===== config.mk =====
export PLATFORM = sky130hd
export DESIGN_NAME = t_predictor
export DESIGN_NICKNAME = d
export VERILOG_FILES = /design/src/rtl/t_predictor.sv
export SDC_FILE = /design/constraint.sdc
export NUM_CORES = 1
export LEC_CHECK = 0
export CORE_ASPECT_RATIO = 0.75
export CORE_UTILIZATION = 50
export CTS_BUF_LIST = sky130_fd_sc_hd__clkbuf_8 sky130_fd_sc_hd__clkbuf_16
export DETAILED_ROUTE_END_ITERATION = 8
export PLACE_DENSITY = 0.86
export SETUP_SLACK_MARGIN = 0.05
export SKIP_CTS_REPAIR_TIMING = 1
export SYNTH_ARGS = -nofsm -noshare
export SYNTH_HDL_FRONTEND = slang
export SYNTH_SLANG_ARGS = --single-unit

===== constraint.sdc =====
create_clock -name clk -period 4 [get_ports clk]
set_clock_uncertainty 0.1 [all_clocks]
set_input_delay 0.8 -clock clk [delete_from_list [all_inputs] [get_ports clk]]
set_output_delay 0.8 -clock clk [all_outputs]
set_load 0.05 [all_outputs]

===== src/rtl/t_predictor.sv =====
// Linear temperature predictor: projects T_cur forward H steps by dT with
// saturation, and reports threshold crossings found along the way.
module t_predictor (
    input  logic              clk,
    input  logic              rst,
    input  logic              init,
    input  logic signed [7:0] T_cur,
    input  logic signed [7:0] dT_in,
    input  logic              dt_valid,
    input  logic [3:0]        horizon,
    input  logic signed [7:0] T_hi,
    input  logic signed [7:0] T_lo,
    output logic signed [7:0] T_pred,
    output logic              pred_valid,
    output logic              busy,
    output logic              cross_hi,
    output logic              cross_lo,
    output logic [4:0]        steps_to_cross,
    output logic              sat,
    output logic              overrun
);

    typedef enum logic [1:0] {IDLE, ACCUM, DONE} state_t;

    localparam logic [4:0] NO_CROSS = 5'd31;

    state_t state, state_next;

    logic signed [7:0] acc, d, th_hi, th_lo;
    logic [3:0]        h, k;
    logic              trk_hi, trk_lo, trk_sat;
    logic [4:0]        trk_steps;

    logic signed [8:0] sum;
    logic signed [7:0] step_acc;
    logic              step_clamp, step_hi, step_lo, last_step;
    logic [3:0]        k_next;
    logic              nxt_hi, nxt_lo, nxt_sat;
    logic [4:0]        nxt_steps;
    logic              cap_hi, cap_lo;
    logic [4:0]        cap_steps;

    // One accumulation step: 9-bit sum clamped back into the Q7.0 range,
    // then merged into the running crossing/saturation tracking.
    always_comb begin
        sum        = {acc[7], acc} + {d[7], d};
        step_acc   = sum[7:0];
        step_clamp = 1'b0;
        if (sum > 9'sd127) begin
            step_acc   = 8'sd127;
            step_clamp = 1'b1;
        end else if (sum < -9'sd128) begin
            step_acc   = -8'sd128;
            step_clamp = 1'b1;
        end
        k_next    = k + 4'd1;
        last_step = (k_next == h);
        step_hi   = (step_acc >= th_hi);
        step_lo   = (step_acc <= th_lo);
        nxt_hi    = trk_hi | step_hi;
        nxt_lo    = trk_lo | step_lo;
        nxt_sat   = trk_sat | step_clamp;
        nxt_steps = trk_steps;
        if ((trk_steps == NO_CROSS) && (step_hi || step_lo))
            nxt_steps = {1'b0, k_next};
    end

    always_comb begin
        cap_hi    = (T_cur >= T_hi);
        cap_lo    = (T_cur <= T_lo);
        cap_steps = (cap_hi || cap_lo) ? 5'd0 : NO_CROSS;
    end

    always_ff @(posedge clk or posedge rst) begin
        if (rst)
            state <= IDLE;
        else
            state <= state_next;
    end

    always_comb begin
        state_next = state;
        if (init) begin
            state_next = IDLE;
        end else begin
            case (state)
                IDLE:    if (dt_valid) state_next = (horizon == 4'd0) ? DONE : ACCUM;
                ACCUM:   if (last_step) state_next = DONE;
                DONE:    state_next = IDLE;
                default: state_next = IDLE;
            endcase
        end
    end

    always_comb begin
        busy       = (state != IDLE);
        pred_valid = (state == DONE);
    end

    // Datapath and result registers; results only change on entry to DONE.
    always_ff @(posedge clk or posedge rst) begin
        if (rst) begin
            acc            <= '0;
            d              <= '0;
            h              <= '0;
            k              <= '0;
            th_hi          <= '0;
            th_lo          <= '0;
            trk_hi         <= 1'b0;
            trk_lo         <= 1'b0;
            trk_sat        <= 1'b0;
            trk_steps      <= NO_CROSS;
            T_pred         <= '0;
            cross_hi       <= 1'b0;
            cross_lo       <= 1'b0;
            sat            <= 1'b0;
            steps_to_cross <= NO_CROSS;
            overrun        <= 1'b0;
        end else if (init) begin
            acc            <= '0;
            d              <= '0;
            h              <= '0;
            k              <= '0;
            trk_hi         <= 1'b0;
            trk_lo         <= 1'b0;
            trk_sat        <= 1'b0;
            trk_steps      <= NO_CROSS;
            T_pred         <= '0;
            cross_hi       <= 1'b0;
            cross_lo       <= 1'b0;
            sat            <= 1'b0;
            steps_to_cross <= NO_CROSS;
            overrun        <= 1'b0;
        end else begin
            if (dt_valid && (state != IDLE))
                overrun <= 1'b1;
            case (state)
                IDLE: begin
                    if (dt_valid) begin
                        acc       <= T_cur;
                        d         <= dT_in;
                        h         <= horizon;
                        k         <= '0;
                        th_hi     <= T_hi;
                        th_lo     <= T_lo;
                        trk_hi    <= cap_hi;
                        trk_lo    <= cap_lo;
                        trk_sat   <= 1'b0;
                        trk_steps <= cap_steps;
                        if (horizon == 4'd0) begin
                            T_pred         <= T_cur;
                            cross_hi       <= cap_hi;
                            cross_lo       <= cap_lo;
                            sat            <= 1'b0;
                            steps_to_cross <= cap_steps;
                        end
                    end
                end
                ACCUM: begin
                    acc       <= step_acc;
                    k         <= k_next;
                    trk_hi    <= nxt_hi;
                    trk_lo    <= nxt_lo;
                    trk_sat   <= nxt_sat;
                    trk_steps <= nxt_steps;
                    if (last_step) begin
                        T_pred         <= step_acc;
                        cross_hi       <= nxt_hi;
                        cross_lo       <= nxt_lo;
                        sat            <= nxt_sat;
                        steps_to_cross <= nxt_steps;
                    end
                end
                default: ;
            endcase
        end
    end

endmodule

==> results.yml <==
floorplanning:
  io_pins: 59
  die_w_um: 109.6
  die_h_um: 82.71
  start_util_pct: 51.37
  rows: 29
  dieArea_sq_um: 9066
  core_area_sq_um: 8454
clock_tree:
  clk-insertion-delay-late_ns: 0.34
  cts_root_buf: "clkbuf_16"
  cts.path.max_buffers: 2
  path_clk_slew_ns: 0.06
  cts_sinks: 67
  cts_buffers: 9
  cts_tree: "yes"
  ctsHtreeMaxLevel: 3
sta:
  fin_ws_ns: -0.05755
  rsz0062_at_grt: "true"
  fmax_ghz: 0.2465
  hold_violations: 0
  setup_viol: 2
  worst_pin_slew_ns: 0.9338
  whs_ns: 0.3761
  fin_crit_sh_pct: 101.4
  slew-limit-headroom_pct: 37.75
  drv_slew: 0
  finalCriticalPeriod_ns: 4.058
synth:
  synth_warnings: 0
  synth_fp_nets: 534
  synth-seq-area-share_pct: 38.89
  ys_top_cells_by_area: "dfrtp_1 33%, ha_1 12%, dfstp_2 6.1%, o21ai_0 3.5%, inv_1 3.4%"
  synth_top_cell_area_share_pct: 32.84
  syn_area_sq_um: 4343
  syn-instance-count: 452
  ys.flop_type: "dfrtp_1"
  synth_edf_count: 0
  synth_top_area_cell: "dfrtp_1"
  synth-seq-cells: 67
  ys_types: 71
  syn_area_per_cell_sq_um: 9.608
  async_flop_share_pct: 100.0
place:
  dp_hpwl_mm: 8.763
  dp.cells: 623
  dpl_cell_area_sq_um: 5157
  port_buffers: 58
  globalplace.congestion: 0.9320
setup_path:
  startpoint: "acc[0]"
  critPathMaxFanout: 7
  crit_arrival_ns: 4.22
  reg2reg_from: "acc[0]"
  critPathKind: "reg -> reg"
  critPathLaunchType: "register"
  cp-end-kind: "register"
  required_ns: 4.16
drt:
  wirelength_mm: 11.94
  drtIter0Drc: 322
  drc: 0
  first_pass_iters: 5
  vias: 3870
  antenna_left: 0
  drt-wirelength-per-cell_um: 18.52
  vias_per_cell: 6.000
global_route:
  grt_overflow: 0
  antenna_found_initial: 0
  grt_start_max_net_pins: 43
  grt_usage_pct: 27.80
  grt_pass1_wl_mm: 18.29
  grt_pass1_vias: 3672
finish:
  antennaDiodeCount: 0
  instances_no_fill: 645
  fill_cells: 652
  drive_gt1_share_pct: 18.81
  syn2layout_area_growth_pct: 30.28
  final_util_pct: 66.92
  postLayoutCellArea_sq_um: 5658
  nets: 614
power_and_ir_drop:
  powerDensity_nw_per_um2: 848.4
  finalPower_uw: 4800
  irDropWorstVdd_mv: 0.5323
  p_leak_uw: 0.002595
outcome:
  status: "finished, violations left"
  violations: "negative setup slack"
flow_run:
  maxCapViolations: 0
worst_hold_path:
  hp-class: "reg -> reg"
  hold_start: "T_pred[4]"
## cell type report
cell class | instances | area (sq um) | share of cell area, %
Inverter | 39 | 146.4 | 2.587
Timing Repair Buffer | 87 | 802.0 | 14.18
Clock inverter | 6 | 81.33 | 1.437
Tap cell | 108 | 135.1 | 2.388
Multi-Input combinational cell | 328 | 2565 | 45.33
Sequential cell | 67 | 1689 | 29.85
Clock buffer | 10 | 239.0 | 4.224
## per-layer routing
metal  vias to the layer above  wire length [um]  GRT usage, %
met5                         -                 0             0
met4                         0               201         8.133
met3                        23               996         7.457
met2                       158              5242         43.71
met1                      1865              5503         37.77
li1                       1824                 -             -
## cells in the mapped netlist, types with 6 or more instances
library cell / number
a211oi_1: 11
a21o_1: 10
a21oi_1: 17
a22o_1: 16
clkbuf_1: 13
dfrtp_1: 57
dfstp_2: 10
ha_1: 41
inv_1: 39
nand2_1: 39
nand3_1: 10
nand4_1: 6
nor2_1: 30
nor2b_1: 7
nor3_1: 7
o21ai_0: 30
o31ai_1: 9
## final timing paths
| path | to | slack, ns | cells past startpoint |
|---|---|---|---|
| min in group asynchronous | h[1] | 0.70 | 2 |
| max reg2reg | steps_to_cross[0] | -0.06 | 15 |
| min reg2reg | T_pred[4] | 0.38 | 2 |
| max | steps_to_cross[0] | -0.06 | 15 |
| max in group asynchronous | trk_steps[2] | 2.38 | 3 |
| min | T_pred[4] | 0.38 | 2 |
## state kept, by name, indices dropped and copies added, names as in the netlist
signal	flops
T_pred	8
acc	8
cross_hi	1
cross_lo	1
d	8
h	4
k	4
overrun	1
sat	1
state	2
steps_to_cross	5
th_hi	8
th_lo	8
trk_hi	1
trk_lo	1
trk_sat	1
trk_steps	5
## metrics by stage
step | setup TNS [ns] | worst slack, ns
2_1_floorplan | 0 | 0.05167
3_3_place_gp | -0.04686 | -0.04114
3_5_place_dp | -0.6007 | -0.1311
4_1_cts | -1.720 | -0.1913
5_1_grt | -1.320 | -0.2020
6_report | -0.07098 | -0.05755
## report_power, final
| part | switching (uW) | leakage, uW | total, uW | internal [uW] |
|---|---|---|---|---|
| clock | 298 | 0.000160 | 855 | 558 |
| sequential | 171 | 0.000848 | 1140 | 972 |
| combinational | 1660 | 0.00159 | 2800 | 1150 |
## kinds of logic after synthesis
family                   Yosys count  share of synthesized area, %
buffers and inverters             57                         5.359
flip-flops                        67                         38.89
multiplexers                      10                         2.449
AO/OA/AOI/OAI                    140                         24.66
XOR/XNOR                          11                         2.391
AND/OR/NAND/NOR                  125                         13.97
adder cells (fa/ha/maj)           42                         12.27
## critical path: stages, from the launching register on
cell	delay (ns)
dfrtp_1	0.41
ha_4	0.18
fa_2	0.36
a211oi_2	0.22
o21a_2	0.24
nor2_4	0.06
xnor2_2	0.23
nor3_2	0.09
o31ai_2	0.30
buf_4	0.19
ha_4	0.20
a2111o_1	0.45
o21ai_4	0.23
o2111ai_4	0.21
o2111a_1	0.28
a211o_1	0.24
## cell usage in the layout, fill, tap and decap left out, types with 6 or more instances in the layout
master,n
clkdlybuf4s50_1,58
dfrtp_1,57
inv_1,39
nand2_1,39
ha_1,38
nor2_1,30
o21ai_0,29
buf_4,28
a22o_1,16
a21oi_1,13
nand3_1,10
a21o_1,10
a211oi_1,10
dfstp_2,10
clkbuf_16,9
o31ai_1,8
nand4_1,6
nor2b_1,6
Power figures use the tool's default switching activity.
